### src/rtl/divisor_configurable.sv
// Multi-cycle restoring integer divider with a signed/unsigned mode, 1 or 2 quotient bits per clock,
// divide-by-zero detection and a four-phase Start/Done handshake.
//
// state | meaning
// IDLE  | waiting for Start; operands are captured on acceptance
// CALC  | one restoring step per retired quotient bit, MSB first
// FIX   | apply result signs and load Coc/Res
// DONE  | Done held until Start falls
module divisor_configurable #(
    parameter int tamanyo    = 16,
    parameter int BITS_CICLO = 1
) (
    input  logic               CLK,
    input  logic               RSTa,
    input  logic               Start,
    input  logic               Signed,
    input  logic [tamanyo-1:0] Num,
    input  logic [tamanyo-1:0] Den,
    output logic [tamanyo-1:0] Coc,
    output logic [tamanyo-1:0] Res,
    output logic               Done,
    output logic               Busy,
    output logic               DivZero
);

    localparam int W  = tamanyo;
    localparam int N  = tamanyo / BITS_CICLO;
    localparam int CW = (N > 1) ? $clog2(N) : 1;

    typedef enum logic [1:0] {IDLE, CALC, FIX, DONE} state_t;

    state_t          state_q, state_d;
    logic [CW-1:0]   cnt_q, cnt_d;
    logic            qneg_q, qneg_d;
    logic            rneg_q, rneg_d;
    logic [W-1:0]    dvd_q, dvd_d;
    logic [W-1:0]    dvs_q, dvs_d;
    logic [W:0]      rem_q, rem_d;
    logic [W-1:0]    coc_q, coc_d;
    logic [W-1:0]    res_q, res_d;
    logic            done_q, done_d;
    logic            busy_q, busy_d;
    logic            divzero_q, divzero_d;

    logic            num_neg, den_neg;
    logic [W-1:0]    num_mag, den_mag;
    logic [W:0]      step_rem;
    logic [W-1:0]    step_dvd;

    assign num_neg = Signed & Num[W-1];
    assign den_neg = Signed & Den[W-1];
    assign num_mag = num_neg ? -Num : Num;
    assign den_mag = den_neg ? -Den : Den;

    // The dividend register doubles as the quotient: each step shifts a dividend bit out and a quotient bit in.
    always_comb begin
        step_rem = rem_q;
        step_dvd = dvd_q;
        for (int i = 0; i < BITS_CICLO; i++) begin
            step_rem = {step_rem[W-1:0], step_dvd[W-1]};
            if (step_rem >= {1'b0, dvs_q}) begin
                step_rem = step_rem - {1'b0, dvs_q};
                step_dvd = {step_dvd[W-2:0], 1'b1};
            end else begin
                step_dvd = {step_dvd[W-2:0], 1'b0};
            end
        end
    end

    always_comb begin
        state_d   = state_q;
        cnt_d     = cnt_q;
        qneg_d    = qneg_q;
        rneg_d    = rneg_q;
        dvd_d     = dvd_q;
        dvs_d     = dvs_q;
        rem_d     = rem_q;
        coc_d     = coc_q;
        res_d     = res_q;
        done_d    = done_q;
        busy_d    = busy_q;
        divzero_d = divzero_q;
        case (state_q)
            IDLE: begin
                if (Start) begin
                    qneg_d    = num_neg ^ den_neg;
                    rneg_d    = num_neg;
                    dvd_d     = num_mag;
                    dvs_d     = den_mag;
                    rem_d     = '0;
                    cnt_d     = '0;
                    divzero_d = (Den == '0);
                    if (Den == '0) begin
                        coc_d   = '1;
                        res_d   = Num;
                        done_d  = 1'b1;
                        state_d = DONE;
                    end else begin
                        busy_d  = 1'b1;
                        state_d = CALC;
                    end
                end
            end
            CALC: begin
                rem_d = step_rem;
                dvd_d = step_dvd;
                cnt_d = cnt_q + 1'b1;
                if (cnt_q == CW'(N - 1)) begin
                    state_d = FIX;
                end
            end
            FIX: begin
                coc_d   = qneg_q ? -dvd_q : dvd_q;
                res_d   = rneg_q ? -rem_q[W-1:0] : rem_q[W-1:0];
                done_d  = 1'b1;
                busy_d  = 1'b0;
                state_d = DONE;
            end
            DONE: begin
                if (!Start) begin
                    done_d  = 1'b0;
                    state_d = IDLE;
                end
            end
            default: state_d = IDLE;
        endcase
    end

    always_ff @(posedge CLK or negedge RSTa) begin
        if (!RSTa) begin
            state_q   <= IDLE;
            cnt_q     <= '0;
            qneg_q    <= 1'b0;
            rneg_q    <= 1'b0;
            dvd_q     <= '0;
            dvs_q     <= '0;
            rem_q     <= '0;
            coc_q     <= '0;
            res_q     <= '0;
            done_q    <= 1'b0;
            busy_q    <= 1'b0;
            divzero_q <= 1'b0;
        end else begin
            state_q   <= state_d;
            cnt_q     <= cnt_d;
            qneg_q    <= qneg_d;
            rneg_q    <= rneg_d;
            dvd_q     <= dvd_d;
            dvs_q     <= dvs_d;
            rem_q     <= rem_d;
            coc_q     <= coc_d;
            res_q     <= res_d;
            done_q    <= done_d;
            busy_q    <= busy_d;
            divzero_q <= divzero_d;
        end
    end

    assign Coc     = coc_q;
    assign Res     = res_q;
    assign Done    = done_q;
    assign Busy    = busy_q;
    assign DivZero = divzero_q;

endmodule

### config.mk
export PLATFORM = sky130hd
export DESIGN_NAME = divisor_configurable
export DESIGN_NICKNAME = d
export VERILOG_FILES = /design/src/rtl/divisor_configurable.sv
export SDC_FILE = /design/constraint.sdc
export NUM_CORES = 1
export LEC_CHECK = 0
export CORE_UTILIZATION = 52
export CTS_CLUSTER_DIAMETER = 80
export DETAILED_ROUTE_END_ITERATION = 8
export GPL_TIMING_DRIVEN = 0
export PLACE_DENSITY = 0.82
export SLEW_MARGIN = 0
export SYNTH_ARGS = -nofsm -noshare
export SYNTH_HDL_FRONTEND = slang
export SYNTH_SLANG_ARGS = --single-unit
### constraint.sdc
create_clock -name CLK -period 2.1 [get_ports CLK]
set_input_delay 0.21 -clock CLK [delete_from_list [all_inputs] [get_ports CLK]]
set_output_delay 0.21 -clock CLK [all_outputs]
set_load 0.005 [all_outputs]
==> out/qor.tcl <==
set qor(fmax_mhz) 436.6
set qor(post_dp_cell_area_um2) 7104
set qor(floorplan.die.width_um) 110.9
set qor(total_clock_buffers_created_by_cts) 9
set qor(globalRouteTotalUtil_pct) 31.03
set qor(net_count_after_synthesis) 788
set qor(gpl.final_weighted_congestion) 0.9218
set qor(final.hold.worst_slack_ns) 0.1925
set qor(timing.slew.headroom_pct) 54.84
set qor(crit_chain) {ha_4, a21o_1, a31oi_4, o221ai_4, o31ai_4, buf_6, mux2i_1, o21ai_1}
set qor(timing.clock.skew_ns) 0.01364
set qor(post_synth_main_area_contributors) {sky130_fd_sc_hd__dfrtp_1 (37%), sky130_fd_sc_hd__o21ai_0 (6.2%), sky130_fd_sc_hd__nand2_1 (6.0%)}
set qor(clk_latency_ns) 0.37
set qor(critPathLaunchType) {flop}
set qor(grt_use_met2_pct) 50.89
set qor(netlist_area_um2) 6171
set qor(layout.nets) 926
set qor(final.setup.worst_slack_ns) -0.1902
set qor(cp_max_fo) 6
set qor(swShare_pct) 45.27
set qor(wire_per_inst_um) 19.29
set qor(power.share.sequential_pct) 22.3
set qor(cp.arrival_ns) 2.51
set qor(wire_length_of_the_first_global_routing_pass_um) 30420
set qor(synthesis.area_per_instance_um2) 8.500
set qor(grt-ovfl-total) 0
set qor(crit_required_ns) 2.32
set qor(final_min_period_over_clock_period_pct) 109.1
set qor(number_of_flops_mapped_to_enable_cells_by_yosys) 0
set qor(power_density_nw_per_um2) 1703
set qor(share_clk_of_total_power_pct) 11.7
set qor(vias_per_cell) 6.225
set qor(floorplan.io_pins) 71
set qor(flops_latches_synth) 91
set qor(drtIter0Drc) 522
set qor(cts_max_path_buffers) 2
set qor(fill_cells) 790
set qor(critical_path.slowest_cell) {sky130_fd_sc_hd__dfrtp_2}
set qor(finalSetupViolCount) 18
set qor(global_route.usage.met1_pct) 38.53
set qor(layout-drive-gt1-share_pct) 23.73
set qor(internal-power_uw) 7910
set qor(outcome) {finished with violations}
set qor(clock_sinks) 91
set qor(power.combinational.fraction_pct) 66.0
set qor(cellLeakagePower_uw) 0.003547
set qor(die_height_um) 110.9
set qor(crit_family) {compound AO/OA/AOI/OAI gates}
set qor(finish.utilization_pct) 73.99
set qor(grt_start_max_net_pins) 50
set qor(post-route-drc-count) 0
set qor(start_util_pct) 53.81
set qor(rsz0062_at_grt) {true}
set qor(tritoncts) {done}
set qor(number_of_antenna_violations_at_the_first_check_in_global_routing) 0
set qor(switching_power_uw) 6542
set qor(kind_of_capture_point_of_the_worst_setup_path) {flop}
set qor(vias) 6293
set qor(cts.htree.levels) 3
set qor(period_needed_ns) 2.290
set qor(floorplan.rows) 39
set qor(syn_inst) 726
set qor(hp-class) {input pin to flop}
set qor(grt_pass1_vias) 6177
set qor(cts.reportedPaths.clkPinSlew_ns) 0.07
set qor(synth.distinct_cells) 67
set qor(yosys.area.top_type_share_pct) 36.90
set qor(synthMostInstantiatedCell) {sky130_fd_sc_hd__nand2_1}
set qor(post-dp-hpwl_um) 12300
set qor(post-synth-top-area-cell) {sky130_fd_sc_hd__dfrtp_1}
set qor(fp.coreArea_um2) 11470
set qor(critical_path_buf_inv_count) 1
set qor(postSynth.topFlopCell) {sky130_fd_sc_hd__dfrtp_1}
set qor(violated_checks) {setup timing}
set qor(port-buffer-count) 68
set qor(criticalPathCategory) {flop to flop}
set qor(drtPass1Iterations) 5
set qor(ys_top_cells_by_count) {sky130_fd_sc_hd__nand2_1 (98), sky130_fd_sc_hd__dfrtp_1 (91), sky130_fd_sc_hd__o21ai_0 (76), sky130_fd_sc_hd__nor2_1 (65)}
set qor(final_hold_viol_count) 0
set qor(irDropWorstVdd_uv) 821.1
set qor(asyncSetResetFlopFracSynth_pct) 100.0
set qor(synth.yosys.seq_area_share_pct) 36.90
set qor(root_buffer) {sky130_fd_sc_hd__clkbuf_16}
set qor(globalRoute.busiestLayer) {met2}
set qor(flow.area_growth_from_synthesis_pct) 37.49
set qor(postRouteAntennaNets) 0
set qor(global_route_met3_utilization_pct) 7.490
set qor(floorplan.die_area_um2) 12310
set qor(slew_of_the_pin_with_the_lowest_slew_margin_ns) 0.6774
set qor(max_cap_violations) 0
set qor(final_area_um2) 8484
set qor(finalMaxSlewViolations) 0
set qor(cpPeakStageDelay_ns) 0.45
set qor(diodes) 0
set qor(post_detailed_routing_wire_length_um) 19500
set qor(yosysWarnings) 0
worst min-delay path: cells and delay by family:
| kind | cells | cell delay (ns) |
|---|---|---|
| buffers and inverters | 1 | 0.16 |
| AND/OR/NAND/NOR | 2 | 0.14 |
what timing repair did:
item,in CTS,in global routing
hold buffers,1,0
gates resized for setup,102,58
hold endpoints to repair,42,0
cloned,5,2
setup buffers,40,12
endpoints found under the setup margin,52,61
pin swaps,37,22
power groups by stage:
stage | clock [uW] | sequential, uW | combinational (uW)
finish | 1690 | 3220 | 9530
detailed placement | 0 | 3220 | 6720
CTS | 1690 | 3170 | 8370
global placement | 0 | 3160 | 6510
floorplan | 0 | 3050 | 4840
global route | 1780 | 3310 | 10100
sequential cells by signal (all words and copies together), names as in the netlist:
name	count
Busy	1
cnt_q	4
state_q	2
rneg_q	1
Coc	16
dvs_q	16
Done	1
Res	16
DivZero	1
qneg_q	1
rem_q	16
dvd_q	16
area by class of cell:
type | count | area, um2 | area share (%)
multi-input cells | 564 | 4156 | 48.99
flip-flops and latches | 91 | 2293 | 27.03
repair buffers | 129 | 1200 | 14.14
clock buffers | 10 | 239.0 | 2.817
plain buffers | 34 | 220.2 | 2.595
well taps | 143 | 178.9 | 2.109
inverters | 35 | 136.4 | 1.607
clock inverters | 5 | 60.06 | 0.7079
cells by family after synthesis:
kind of cell,after synthesis,share of synthesized area [%]
simple gates,247,19.02
compound gates,213,22.53
flops,91,36.90
buf+inv,71,4.744
xor+xnor,61,8.658
fa+ha+maj,26,5.393
mux,17,2.757
metal layers:
layer	wire length, um	part of all wire (%)
met5	0	0
met1	7900	41
met2	9109	47
met3	1663	8.5
met4	831	4.3
worst paths after layout:
check | from | end | slack (ns) | depth (start not counted)
setup / recovery | rem_q[7] | rem_q[4] | -0.19 | 8
hold / removal | Start | DivZero | 0.19 | 3
setup reg to reg | rem_q[7] | rem_q[4] | -0.19 | 8
hold reg to reg | Res[1] | Res[1] | 0.49 | 2
max in group asynchronous | RSTa | dvs_q[3] | 1.08 | 3
min in group asynchronous | RSTa | Res[3] | 0.38 | 2
cell usage in the layout (no fill, tap or decap), types with 19 or more instances in the layout:
cell                              Yosys  layout
sky130_fd_sc_hd__clkdlybuf4s50_1      0      66
sky130_fd_sc_hd__dfrtp_1             91      78
sky130_fd_sc_hd__inv_1               34      23
sky130_fd_sc_hd__buf_4                3      50
sky130_fd_sc_hd__o21ai_1             11      19
sky130_fd_sc_hd__xnor2_1             34      34
sky130_fd_sc_hd__a21oi_1             34      29
sky130_fd_sc_hd__o21ai_0             76      66
sky130_fd_sc_hd__nand2_1             98      97
sky130_fd_sc_hd__xor2_1              27      27
sky130_fd_sc_hd__nor2_1              65      61
through the flow:
stage / TNS [ns] / total power [uW] / instances / worst slack, ns
2_1_floorplan: -0.5971 / 7892 / 726 / -0.06755
3_3_place_gp: -232.94 / 9669 / 937 / -2.375
3_5_place_dp: -21.85 / 9942 / 938 / -0.5755
4_1_cts: -0.8707 / 13240 / 998 / -0.1002
5_1_grt: -3.311 / 15230 / 1011 / -0.2271
6_report: -1.993 / 14450 / 1011 / -0.1902
No activity file was read; power rests on OpenSTA's default activity.
